==> src/rtl/mc_ctrl_pkg.sv <==
// mc_ctrl_pkg: shared encodings for the multi-cycle RV32I control sequencer.
// Holds the opcode values, FSM state codes, immediate-format selects (also
// consumed by the immediate generator), datapath mux select codes and the
// decoded-control payload passed from mc_ctrl_decode to mc_ctrl.
package mc_ctrl_pkg;

    localparam int unsigned OPC_W = 7;

    // RV32I base opcodes (ir[6:0])
    localparam logic [OPC_W-1:0] OPC_RTYPE  = 7'b0110011;
    localparam logic [OPC_W-1:0] OPC_ITYPE  = 7'b0010011;
    localparam logic [OPC_W-1:0] OPC_LOAD   = 7'b0000011;
    localparam logic [OPC_W-1:0] OPC_STORE  = 7'b0100011;
    localparam logic [OPC_W-1:0] OPC_SBTYPE = 7'b1100011;
    localparam logic [OPC_W-1:0] OPC_JAL    = 7'b1101111;
    localparam logic [OPC_W-1:0] OPC_JALR   = 7'b1100111;
    localparam logic [OPC_W-1:0] OPC_LUI    = 7'b0110111;
    localparam logic [OPC_W-1:0] OPC_AUIPC  = 7'b0010111;

    typedef enum logic [2:0] {
        S_FETCH  = 3'd0,
        S_DECODE = 3'd1,
        S_EXEC   = 3'd2,
        S_MEM    = 3'd3,
        S_WB     = 3'd4,
        S_HALT   = 3'd5
    } state_t;

    // Immediate-format selects
    localparam logic [2:0] IMM_I = 3'd0;
    localparam logic [2:0] IMM_S = 3'd1;
    localparam logic [2:0] IMM_B = 3'd2;
    localparam logic [2:0] IMM_U = 3'd3;
    localparam logic [2:0] IMM_J = 3'd4;

    // PC next-value select
    localparam logic [1:0] PC_SEL_PC4 = 2'd0;
    localparam logic [1:0] PC_SEL_IMM = 2'd1;
    localparam logic [1:0] PC_SEL_ALU = 2'd2;

    // Register-file write-back select
    localparam logic [1:0] WB_SEL_ALU = 2'd0;
    localparam logic [1:0] WB_SEL_MEM = 2'd1;
    localparam logic [1:0] WB_SEL_PC4 = 2'd2;

    // ALU operand selects
    localparam logic [1:0] ALU_A_RS1  = 2'd0;
    localparam logic [1:0] ALU_A_PC   = 2'd1;
    localparam logic [1:0] ALU_A_ZERO = 2'd2;
    localparam logic [1:0] ALU_B_RS2  = 2'd0;
    localparam logic [1:0] ALU_B_IMM  = 2'd1;

    // ALU operation class
    localparam logic [1:0] ALU_OP_ADD   = 2'd0;
    localparam logic [1:0] ALU_OP_FUNCT = 2'd1;
    localparam logic [1:0] ALU_OP_CMP   = 2'd2;

    // Per-opcode control bundle
    typedef struct packed {
        logic [2:0] imm_sel;
        logic [1:0] alu_src_a;
        logic [1:0] alu_src_b;
        logic [1:0] alu_op;
        logic [1:0] wb_sel;
        logic       is_load;
        logic       is_store;
        logic       is_branch;
        logic       is_jump;
        logic       legal;
    } dec_t;

endpackage

==> src/rtl/mc_ctrl_decode.sv <==
// mc_ctrl_decode: combinational opcode decoder for mc_ctrl.
// Ports:
//   opcode - ir[6:0]
//   dec    - decoded control bundle (imm/alu/wb selects, class flags, legal)
module mc_ctrl_decode
    import mc_ctrl_pkg::*;
(
    input  logic [OPC_W-1:0] opcode,
    output dec_t             dec
);

    // Opcode -> control bundle; unknown opcodes leave legal=0
    always_comb begin
        dec = '0;
        case (opcode)
            OPC_RTYPE: begin
                dec.alu_op = ALU_OP_FUNCT;
                dec.legal  = 1'b1;
            end
            OPC_ITYPE: begin
                dec.imm_sel   = IMM_I;
                dec.alu_src_b = ALU_B_IMM;
                dec.alu_op    = ALU_OP_FUNCT;
                dec.legal     = 1'b1;
            end
            OPC_LOAD: begin
                dec.imm_sel   = IMM_I;
                dec.alu_src_b = ALU_B_IMM;
                dec.wb_sel    = WB_SEL_MEM;
                dec.is_load   = 1'b1;
                dec.legal     = 1'b1;
            end
            OPC_STORE: begin
                dec.imm_sel   = IMM_S;
                dec.alu_src_b = ALU_B_IMM;
                dec.is_store  = 1'b1;
                dec.legal     = 1'b1;
            end
            OPC_SBTYPE: begin
                dec.imm_sel   = IMM_B;
                dec.alu_op    = ALU_OP_CMP;
                dec.is_branch = 1'b1;
                dec.legal     = 1'b1;
            end
            OPC_JAL: begin
                dec.imm_sel = IMM_J;
                dec.wb_sel  = WB_SEL_PC4;
                dec.is_jump = 1'b1;
                dec.legal   = 1'b1;
            end
            OPC_JALR: begin
                dec.imm_sel   = IMM_I;
                dec.alu_src_b = ALU_B_IMM;
                dec.wb_sel    = WB_SEL_PC4;
                dec.is_jump   = 1'b1;
                dec.legal     = 1'b1;
            end
            OPC_LUI: begin
                dec.imm_sel   = IMM_U;
                dec.alu_src_a = ALU_A_ZERO;
                dec.alu_src_b = ALU_B_IMM;
                dec.legal     = 1'b1;
            end
            OPC_AUIPC: begin
                dec.imm_sel   = IMM_U;
                dec.alu_src_a = ALU_A_PC;
                dec.alu_src_b = ALU_B_IMM;
                dec.legal     = 1'b1;
            end
            default: dec = '0;
        endcase
    end

endmodule

==> src/rtl/mc_ctrl.sv <==
// mc_ctrl: multi-cycle control sequencer for the RV32I core.
// Steps each instruction through FETCH/DECODE/EXEC/MEM/WB, handshakes with
// instruction and data memory and drives the datapath selects.
// Ports:
//   clk, rst (sync, active-high)
//   ir, imem_ready, dmem_ready, branch_taken           - inputs
//   imem_req, ir_we, dmem_req, dmem_we, pc_we, rf_we   - strobes
//   pc_sel, wb_sel, alu_src_a, alu_src_b, alu_op, imm_sel - datapath selects
//   illegal, state                                     - status / debug
//   cycle_cnt, instret_cnt                             - perf counters
// Build option: define CTRL_PERF_EN to enable the perf counters; otherwise
// both counter outputs are tied to zero.
module mc_ctrl
    import mc_ctrl_pkg::*;
#(
    parameter int unsigned XLEN  = 32,
    parameter int unsigned CNT_W = 32
) (
    input  logic             clk,
    input  logic             rst,
    input  logic [XLEN-1:0]  ir,
    input  logic             imem_ready,
    input  logic             dmem_ready,
    input  logic             branch_taken,
    output logic             imem_req,
    output logic             ir_we,
    output logic             dmem_req,
    output logic             dmem_we,
    output logic             pc_we,
    output logic [1:0]       pc_sel,
    output logic             rf_we,
    output logic [1:0]       wb_sel,
    output logic [1:0]       alu_src_a,
    output logic [1:0]       alu_src_b,
    output logic [1:0]       alu_op,
    output logic [2:0]       imm_sel,
    output logic             illegal,
    output logic [2:0]       state,
    output logic [CNT_W-1:0] cycle_cnt,
    output logic [CNT_W-1:0] instret_cnt
);

    state_t state_q;
    dec_t   dec;

    // Only the opcode field steers control
    logic unused_ir;
    assign unused_ir = ^ir[XLEN-1:OPC_W];

    mc_ctrl_decode u_decode (
        .opcode (ir[OPC_W-1:0]),
        .dec    (dec)
    );

    // State register; unused codes fall back to FETCH
    always_ff @(posedge clk) begin
        if (rst) begin
            state_q <= S_FETCH;
        end else begin
            case (state_q)
                S_FETCH:  if (imem_ready) state_q <= S_DECODE;
                S_DECODE: state_q <= dec.legal ? S_EXEC : S_HALT;
                S_EXEC: begin
                    if (dec.is_branch)                    state_q <= S_FETCH;
                    else if (dec.is_load || dec.is_store) state_q <= S_MEM;
                    else                                  state_q <= S_WB;
                end
                S_MEM: begin
                    if (dmem_ready) state_q <= dec.is_load ? S_WB : S_FETCH;
                end
                S_WB:     state_q <= S_FETCH;
                S_HALT:   state_q <= S_HALT;
                default:  state_q <= S_FETCH;
            endcase
        end
    end

    assign state = 3'(state_q);

    // Output decode from state and opcode; memory handshake and branch
    // outcome qualify the strobes in the same cycle. Reset forces all quiet.
    always_comb begin
        imem_req  = 1'b0;
        ir_we     = 1'b0;
        dmem_req  = 1'b0;
        dmem_we   = 1'b0;
        pc_we     = 1'b0;
        pc_sel    = PC_SEL_PC4;
        rf_we     = 1'b0;
        wb_sel    = WB_SEL_ALU;
        alu_src_a = ALU_A_RS1;
        alu_src_b = ALU_B_RS2;
        alu_op    = ALU_OP_ADD;
        imm_sel   = IMM_I;
        illegal   = 1'b0;
        if (!rst) begin
            case (state_q)
                S_FETCH: begin
                    imem_req = 1'b1;
                    ir_we    = imem_ready;
                end
                S_EXEC: begin
                    alu_src_a = dec.alu_src_a;
                    alu_src_b = dec.alu_src_b;
                    alu_op    = dec.alu_op;
                    if (dec.is_branch) begin
                        pc_we  = 1'b1;
                        pc_sel = branch_taken ? PC_SEL_IMM : PC_SEL_PC4;
                    end
                end
                S_MEM: begin
                    dmem_req = 1'b1;
                    dmem_we  = dec.is_store;
                    // Stores retire here; loads continue to WB
                    if (dmem_ready && dec.is_store) begin
                        pc_we  = 1'b1;
                        pc_sel = PC_SEL_PC4;
                    end
                end
                S_WB: begin
                    rf_we  = 1'b1;
                    pc_we  = 1'b1;
                    wb_sel = dec.wb_sel;
                    // JAL targets pc+imm, JALR targets the ALU result
                    if (dec.is_jump)
                        pc_sel = (dec.imm_sel == IMM_J) ? PC_SEL_IMM : PC_SEL_ALU;
                end
                S_HALT:  illegal = 1'b1;
                default: ;
            endcase
            if (state_q != S_FETCH) imm_sel = dec.imm_sel;
        end
    end

`ifdef CTRL_PERF_EN
    // Free-running cycle and retired-instruction counters
    always_ff @(posedge clk) begin
        if (rst) begin
            cycle_cnt   <= '0;
            instret_cnt <= '0;
        end else begin
            cycle_cnt <= cycle_cnt + CNT_W'(1);
            if (pc_we) instret_cnt <= instret_cnt + CNT_W'(1);
        end
    end
`else
    assign cycle_cnt   = '0;
    assign instret_cnt = '0;
`endif

endmodule
==> config.mk <==
export PLATFORM = sky130hd
export DESIGN_NAME = mc_ctrl
export DESIGN_NICKNAME = d
export VERILOG_FILES = /design/src/rtl/mc_ctrl_pkg.sv /design/src/rtl/mc_ctrl_decode.sv /design/src/rtl/mc_ctrl.sv
export SDC_FILE = /design/constraint.sdc
export NUM_CORES = 1
export LEC_CHECK = 0
export CAP_MARGIN = 10
export CORE_UTILIZATION = 25
export CTS_CLUSTER_SIZE = 20
export DETAILED_ROUTE_END_ITERATION = 6
export PLACE_DENSITY = 0.83
export RECOVER_POWER = 25
export SETUP_SLACK_MARGIN = 0.4
export SYNTH_ARGS = -nofsm -noshare
export SYNTH_HDL_FRONTEND = slang
export SYNTH_SLANG_ARGS = --single-unit
==> constraint.sdc <==
create_clock -name clk -period 1.61 [get_ports clk]
set_input_delay 0.4025 -clock clk [delete_from_list [all_inputs] [get_ports clk]]
set_output_delay 0.4025 -clock clk [all_outputs]
set_load 0.1 [all_outputs]
---- Yosys cells after proc, flatten, opt, wreduce, memory -nomap -nowiden ----
Cells that the tools add are included.
operators by class
  equality and inequality tests ........... 17
  multiplexer cells ....................... 49
  add/subtract/negate cells ............... 0
  multipliers ............................. 0
  shift operators ......................... 0
  reduce and logical (&&, ||, !) cells .... 10
  magnitude comparators ................... 0
  divide/modulo/power cells ............... 0
  bitwise operators ....................... 0
operators with widths
  cell                number
  $mux 3              8
  $mux 1              23
  $mux 2              11
  $eq 7x6->1 const B  3
  $eq 7x7->1 const B  3
  $pmux 2 s2          4
  $pmux 3 s5          1
  $eq 7x5->1 const B  2
  $pmux 3 s4          1
  $eq 3x3->1 const B  3
  $reduce_or 9->1     1
  $eq 7x2->1 const B  1
  $eq 3x2->1 const B  2
  $reduce_or 2->1     3
  $reduce_or 6->1     1
  $ne 2x2->1 const B  2
  $eq 3x1->1 const B  1
  $logic_not 3->1     1
  $pmux 1 s3          1
  $reduce_bool 3->1   1
  $reduce_and 2->1    1
  $logic_and 1x1->1   1
  $logic_or 1x1->1    1
storage, ports and cells
  input bits .............................. 37
  output and inout port bits .............. 87
  memory bits (writable) .................. 0
  bits in read-only memories .............. 0
  bits in latches ......................... 0
  flip-flop bits (word level) ............. 3
  memories ................................ 0

---- Longest topological paths before layout ----
Gate-level depths: netlist of run 1.
  depth after elaboration ................. 8
  mapped depth ............................ 5
  mapped depth without buffers ............ 4

---- By module ----
Synthesis of run 1 repeated with hierarchy kept, for this count alone.
unflattened totals
  cell total of the unflattened synthesis .. 166
  area total of the unflattened synthesis .. 1122.3 um^2
by module, submodules not included
  module          area an instance (um^2)  times used  cells an instance
  mc_ctrl         920.9                    1           130
  mc_ctrl_decode  201.4                    1           36

---- Worst setup path after synthesis of run 1 ----
OpenSTA, ideal clock, no wires.
  path type ............................... register to output
  start point ............................. register state_q[1] (netlist: state[1])
  end point ............................... output port ir_we
  path buffers ............................ 1
  setup slack ............................. -3795 ps
  data arrival time ....................... 5003 ps
  cell stages (with the launch flop) ...... 4
  cells stage by stage .................... dfxtp_1 -> buf_2 -> nor4_1 -> and2_1
on the way
  word-level cells in the longest chain between the ends .. 3
ends and longest elaborated chain
  what                    line           text
  from (decl)             mc_ctrl.sv:43  state_t state_q;
  from (signal assigned)  mc_ctrl.sv:62  S_DECODE: state_q <= dec.legal ? S_EXEC : S_HALT;
  from (signal assigned)  mc_ctrl.sv:69  if (dmem_ready) state_q <= dec.is_load ? S_WB : S_FETCH;
  $logic_not 3->1         mc_ctrl.sv:97  case (state_q)
  $mux 1                  mc_ctrl.sv:97
  $mux 1                  mc_ctrl.sv:96  if (!rst) begin
  to (decl)               mc_ctrl.sv:26  output logic ir_we,
No other way between the ends.

---- Final worst setup path of run 1 ----
  start point ............................. register state_q[2] (netlist: state[2])
  end point ............................... output port pc_we
on the way
  word-level cells in the longest chain between the ends .. 3
  elaborated cells on any way between the ends .. 5
  classes of those cells .................. 3 x eq/ne; 2 x mux
ends and longest elaborated chain
  what                                             line           text
  $eq 3x3->1 / $eq 3x2->1 (equally long branches)  mc_ctrl.sv:97
  $pmux 1 s3 *                                     mc_ctrl.sv:97
  $mux 1 *                                         mc_ctrl.sv:96
  to (decl)                                        mc_ctrl.sv:29  output logic pc_we,
Every way passes the cells marked *; elsewhere a longest branch is shown, timed or not.

==> flow_summary.ini, run 1 <==
[grt]
grt_start_max_net_pins = 15
grt_pass1_wl_mm = 4.73
grt_antenna_before_repair = 0
grt_pass1_vias = 943
overflow = 0
track_usage_pct = 13.8

[floorplanning]
rows = 23
core_area_um2 = 4030
dieArea_um2 = 4520
start_util_pct = 26.4
die_w_um = 67.2
io_pins = 124
die_h_um = 67.2

[cts]
htree_levels = 1
clockBufferDepth = 2
clk_pin_slew_worst_paths_ps = 30
cts_sinks = 3
cts_buffers = 3
cts.root.buffer_cell = clkbuf_8
clkLatencyLatePin_ps = 220
cts_tree = built

[detailed_routing]
wl_mm = 3.43
drc = 0
wl_per_cell_um = 12.6
drtPass1Iterations = 4
drt_first_iter_violations = 35
ant_nets = 0
viasPerCell = 4.08
via_count = 1113

[timing]
setup_viol = 19
final-hold-violation-count = 0
finClkSkew_ps = 4.16
timing.final.crit_share_pct = 121
hold_slack_ps = 614
finalMaxSlewViolations = 0
rsz0062_at_grt = true
fmax_ghz = 0.511
period_needed_ps = 1960
layout_setup_ws_ps = -346

[critical_path]
critPathLaunchType = flip-flop
cp-end-kind = output port
critical-path-top-delay-family = simple AND/OR/NAND/NOR gates
critPathArrivalTime_ps = 1550
critPathBufInv = 2
crit_slowest_cell = dfxtp_4
critPathKind = reg -> out
critPathRequiredTime_ps = 1210
crit_chain = buf_6, nor2_4, and3_4, and4_4, a21o_4, buf_12
critical_path.max_fanout = 3
max_stage_delay_ps = 360

[synthesis]
syn-cell-area_um2 = 1060
seq_area_frac_synth_pct = 5.65
synthArstFlopShare_pct = 0
synth_ff_type = dfxtp_1
syn_area_per_cell_um2 = 7.28
synth-seq-cells = 3
synth-edff-count = 0
yosys_warnings = 0
ys_types = 40
synth_cells = 146

[final_layout]
n_fill_cell = 346
area_growth_pct = 107
drive_above_1_share_pct = 56.5
layout_commonest_cell = conb_1
final_cell_mix = 65 x conb_1, 26 x buf_12, 22 x buf_4
largest_reg_flops = 3
design_area_um2 = 2200
utilization_pct = 54.7
nNetsFinal = 261
layout.cells.non_filler = 273
num_antenna_cells = 0

[power]
ir_drop_mv = 0.431
pwr_density_cell_nw_per_um2 = 638
leakage_uw = 0.000991

[placement]
gp_congestion = 0.905
dp_hpwl_mm = 2.26
dp.cells = 253
dp_slack_ps = -739
port_buffers = 33
post_dp_cell_area_um2 = 1800

[min_path]
hold_class = in -> reg

[job]
max-cap-violations = 0

[status]
status = complete, but fails checks
violations = setup timing
==> synth_stat cells, drive strengths merged, types with 2 or more instances <==
cell,n,area (um2)
nand3,3,15.0
nor2,10,37.5
o21ai,3,15.0
buf,72,529
nand4,2,12.5
nand3b,5,62.6
a211oi,3,27.5
nor3,3,20.0
and3,4,25.0
dfxtp,3,60.1
a31o,2,17.5
a21oi,3,15.0
nand2b,3,18.8
and2,2,12.5
nor4,4,25.0
nor2b,2,12.5
nand2,5,18.8
==> worst paths after layout <==
kind,from,to,slack (ps),depth (start not counted)
max,state[2]$_SDFFE_PP0P_,pc_we,-350,6
min reg2reg,state[2]$_SDFFE_PP0P_,state[0]$_SDFFE_PP0P_,740,3
min,rst,state[1]$_SDFFE_PP0P_,610,4
max reg2reg,state[1]$_SDFFE_PP0P_,state[1]$_SDFFE_PP0P_,130,8
==> per-stage QoR <==
step                      TNS, ps  power (uW)
after CTS                   -4420        1360
final                       -4930        1410
after global routing        -5800        1450
after detailed placement   -13340        1100
after global placement     -12320        1090
after floorplan            -12240        1070
==> cells by family (layout without fill, tap and decap cells) <==
group           count (synthesis)  count (layout)  synth area share [%]
buf+inv                        73              86                  50.1
simple gates                   51              51                  30.8
compound gates                 17              17                  12.1
flops                           3               3                  5.65
other cells                     1              65                 0.353
mux                             1               1                 0.941
==> cell type report <==
| cell class | instances | area [um2] | area share [%] |
|---|---|---|---|
| clock buffers | 4 | 45.0 | 2.04 |
| inverters | 1 | 3.75 | 0.170 |
| multi-input cells | 134 | 975 | 44.2 |
| flip-flops and latches | 3 | 71.3 | 3.24 |
| well taps | 50 | 62.6 | 2.84 |
| repair buffers | 81 | 1050 | 47.5 |
==> layer usage <==
metal	vias up	global-route usage (%)	part of all wire (%)
li1	523	-	-
met4	0	3.72	0.99
met1	524	14.8	36
met2	62	27.6	57
met5	-	0	0
met3	4	1.86	5.6
==> power by group <==
| part | internal [uW] | switching, uW | leakage [uW] | total (uW) |
|---|---|---|---|---|
| registers | 78.5 | 8.04 | 0.0000267 | 86.5 |
| clock network | 169 | 47.4 | 0.0000228 | 216 |
| logic | 202 | 900 | 0.000941 | 1100 |
==> repair_timing <==
| action | 4_1_cts | 5_1_grt |
|---|---|---|
| buffers inserted | 7 | 8 |
| pin swaps | 26 | 12 |
| hold buffers | 0 | 0 |
| resized for setup | 72 | 17 |
| gates cloned | 1 | 0 |
| endpoints found under the setup margin | 25 | 25 |
==> worst min-delay path, cell delays in order <==
cell and delay (ps):
buf_6 80, buf_6 110, buf_6 140, a21oi_2 40
Power figures use the tool's default switching activity.
==> inputs of run 2 (changes only) <==
--- a/config.mk
+++ b/config.mk
@@ -6,6 +6,7 @@
 export NUM_CORES = 1
 export LEC_CHECK = 0
 export CAP_MARGIN = 10
+export CORE_MARGIN = 2
 export CORE_UTILIZATION = 25
 export CTS_CLUSTER_SIZE = 20
 export DETAILED_ROUTE_END_ITERATION = 6
==> constraint.sdc (replaced) <==
create_clock -name clk -period 1.6 [get_ports clk]
set_input_delay 0.4 -clock clk [delete_from_list [all_inputs] [get_ports clk]]
set_output_delay 0.4 -clock clk [all_outputs]
set_load 0.1 [all_outputs]
==> run 2 against run 1 <==
  * The flow still finishes with violations (setup timing)
  * Global-route usage fell by 0.59 points
  * Die area rose by 6.0%
  * Sequential share of layout area barely moved
  * Sequential cell count did not move
  * Highest routed layer unchanged
==> flow_summary.ini, run 2 (same netlist as run 1, synthesis figures left out) <==
[status]
status = complete, but fails checks
violations = setup timing

[power]
ir_drop_mv = 0.349
leakage_uw = 0.00100
pwr_density_cell_nw_per_um2 = 643
power_uw = 1430

[critical_path]
crit_slowest_cell = nor4_4
crit_chain = buf_8, nor4_4, nand3_2, a21boi_4, buf_12
critPathRequiredTime_ps = 1200
cp-end-kind = output port
critPathKind = reg -> out
max_stage_delay_ps = 360
critical_path.max_fanout = 5
critPathLaunchType = flip-flop
reg2regPathDepth = 6
critPathArrivalTime_ps = 1560

[floorplanning]
io_pins = 124
start_util_pct = 26.2
dieArea_um2 = 4790
core_area_um2 = 4060
die_h_um = 69.2
die_w_um = 69.2
rows = 23

[detailed_routing]
wl_per_cell_um = 13.6
top_layer_used = met4
drc = 0
wl_met3_um = 356
drt_first_iter_violations = 80
viasPerCell = 4.30
drtPass1Iterations = 4
wl_mm = 3.75
drt-met1-wl_mm = 1.28
wl_met2_mm = 1.97
via_count = 1187
ant_nets = 0

[timing]
period_needed_ps = 1960
finalMaxSlewViolations = 0
finClkSkew_ps = 3.03
fmax_ghz = 0.509
layout_setup_ws_ps = -365
timing.final.crit_share_pct = 123
rsz0062_at_grt = true
final-hold-violation-count = 0
setup_viol = 22

[cts]
clk_pin_slew_worst_paths_ps = 30
cts_buffers = 3
cts.root.buffer_cell = clkbuf_8
hold_buffers = 0
cts_sinks = 3
cts_tree = built
htree_levels = 1
clockBufferDepth = 2
clkLatencyLatePin_ps = 220

[placement]
port_buffers = 33
dp_hpwl_mm = 2.36
gp_congestion = 0.814

[grt]
overflow = 0
track_usage_pct = 13.3
grt_antenna_before_repair = 0
grt_pass1_wl_mm = 5.21
grt_pass1_vias = 1078
grt_start_max_net_pins = 15

[job]
max-cap-violations = 0

[final_layout]
num_antenna_cells = 0
layout_commonest_cell = conb_1
utilization_pct = 54.9
final_cell_mix = 65 x conb_1, 29 x buf_4, 25 x buf_12
drive_above_1_share_pct = 58.0
largest_reg_flops = 3
area_growth_pct = 109
nNetsFinal = 264

[min_path]
hold_class = in -> reg
hold_depth = 4
-- run 2: cell types whose count changed in the layout (fill, tap and decap cells not counted), moves of 2 or more --
cell | before | now
buf_4 | 22 | 29
nor2_4 | 5 | 7
nor2_2 | 2 | 0
buf_6 | 21 | 19
buf_2 | 5 | 3
-- run 2: path summary, 6_finish.rpt --
check	slack [ps]	start	to
setup / recovery	-360	state[2]$_SDFFE_PP0P_	pc_sel[0]
hold / removal	620	rst	state[0]$_SDFFE_PP0P_
setup reg to reg	120	state[2]$_SDFFE_PP0P_	state[0]$_SDFFE_PP0P_
hold reg to reg	680	state[1]$_SDFFE_PP0P_	state[2]$_SDFFE_PP0P_
-- run 2: repair_timing --
item / CTS / global route
resized for setup: 74 / 21
gates cloned: 1 / 0
pin swaps: 18 / 17
buffers inserted: 12 / 7
setup endpoints to repair: 25 / 25
-- run 2: cell type report --
cell class	instances	area [um2]
Inverter	1	7.51
Multi-Input combinational cell	134	982
Sequential cell	3	71.3
Tap cell	50	62.6
Clock buffer	4	45.0
Fill cell	326	1830
Timing Repair Buffer	84	1060
-- run 2: layer usage --
layer  vias up  GRT usage (%)
met5         -              0
met4         0           5.88
met3        16           2.47
met2        93           24.5
met1       546           14.6
li1        532              -
-- run 2: worst max-delay path, delay by kind of cell (launching register included) --
kind	cells	cell delay (ps)
simple gates	2	510
flops	1	340
buf+inv	2	330
compound gates	1	170
-- run 2: per-stage QoR --
step	setup WS, ps	std cells	setup TNS [ps]	instance area (um2)	hold WS (ps)
after detailed placement	-787	252	-13100	1790	743
final	-365	276	-5300	2230	619
after floorplan	-1400	210	-12380	1490	579
after global placement	-703	252	-12390	1790	735
after CTS	-327	269	-4900	2100	599
after global routing	-423	276	-6370	2230	640
-- run 2: where the power goes --
part | switching, uW | internal (uW) | total (uW)
Sequential | 5.61 | 78.9 | 84.5
Clock | 48.9 | 170 | 219
Combinational | 916 | 213 | 1130
Total | 971 | 461 | 1430
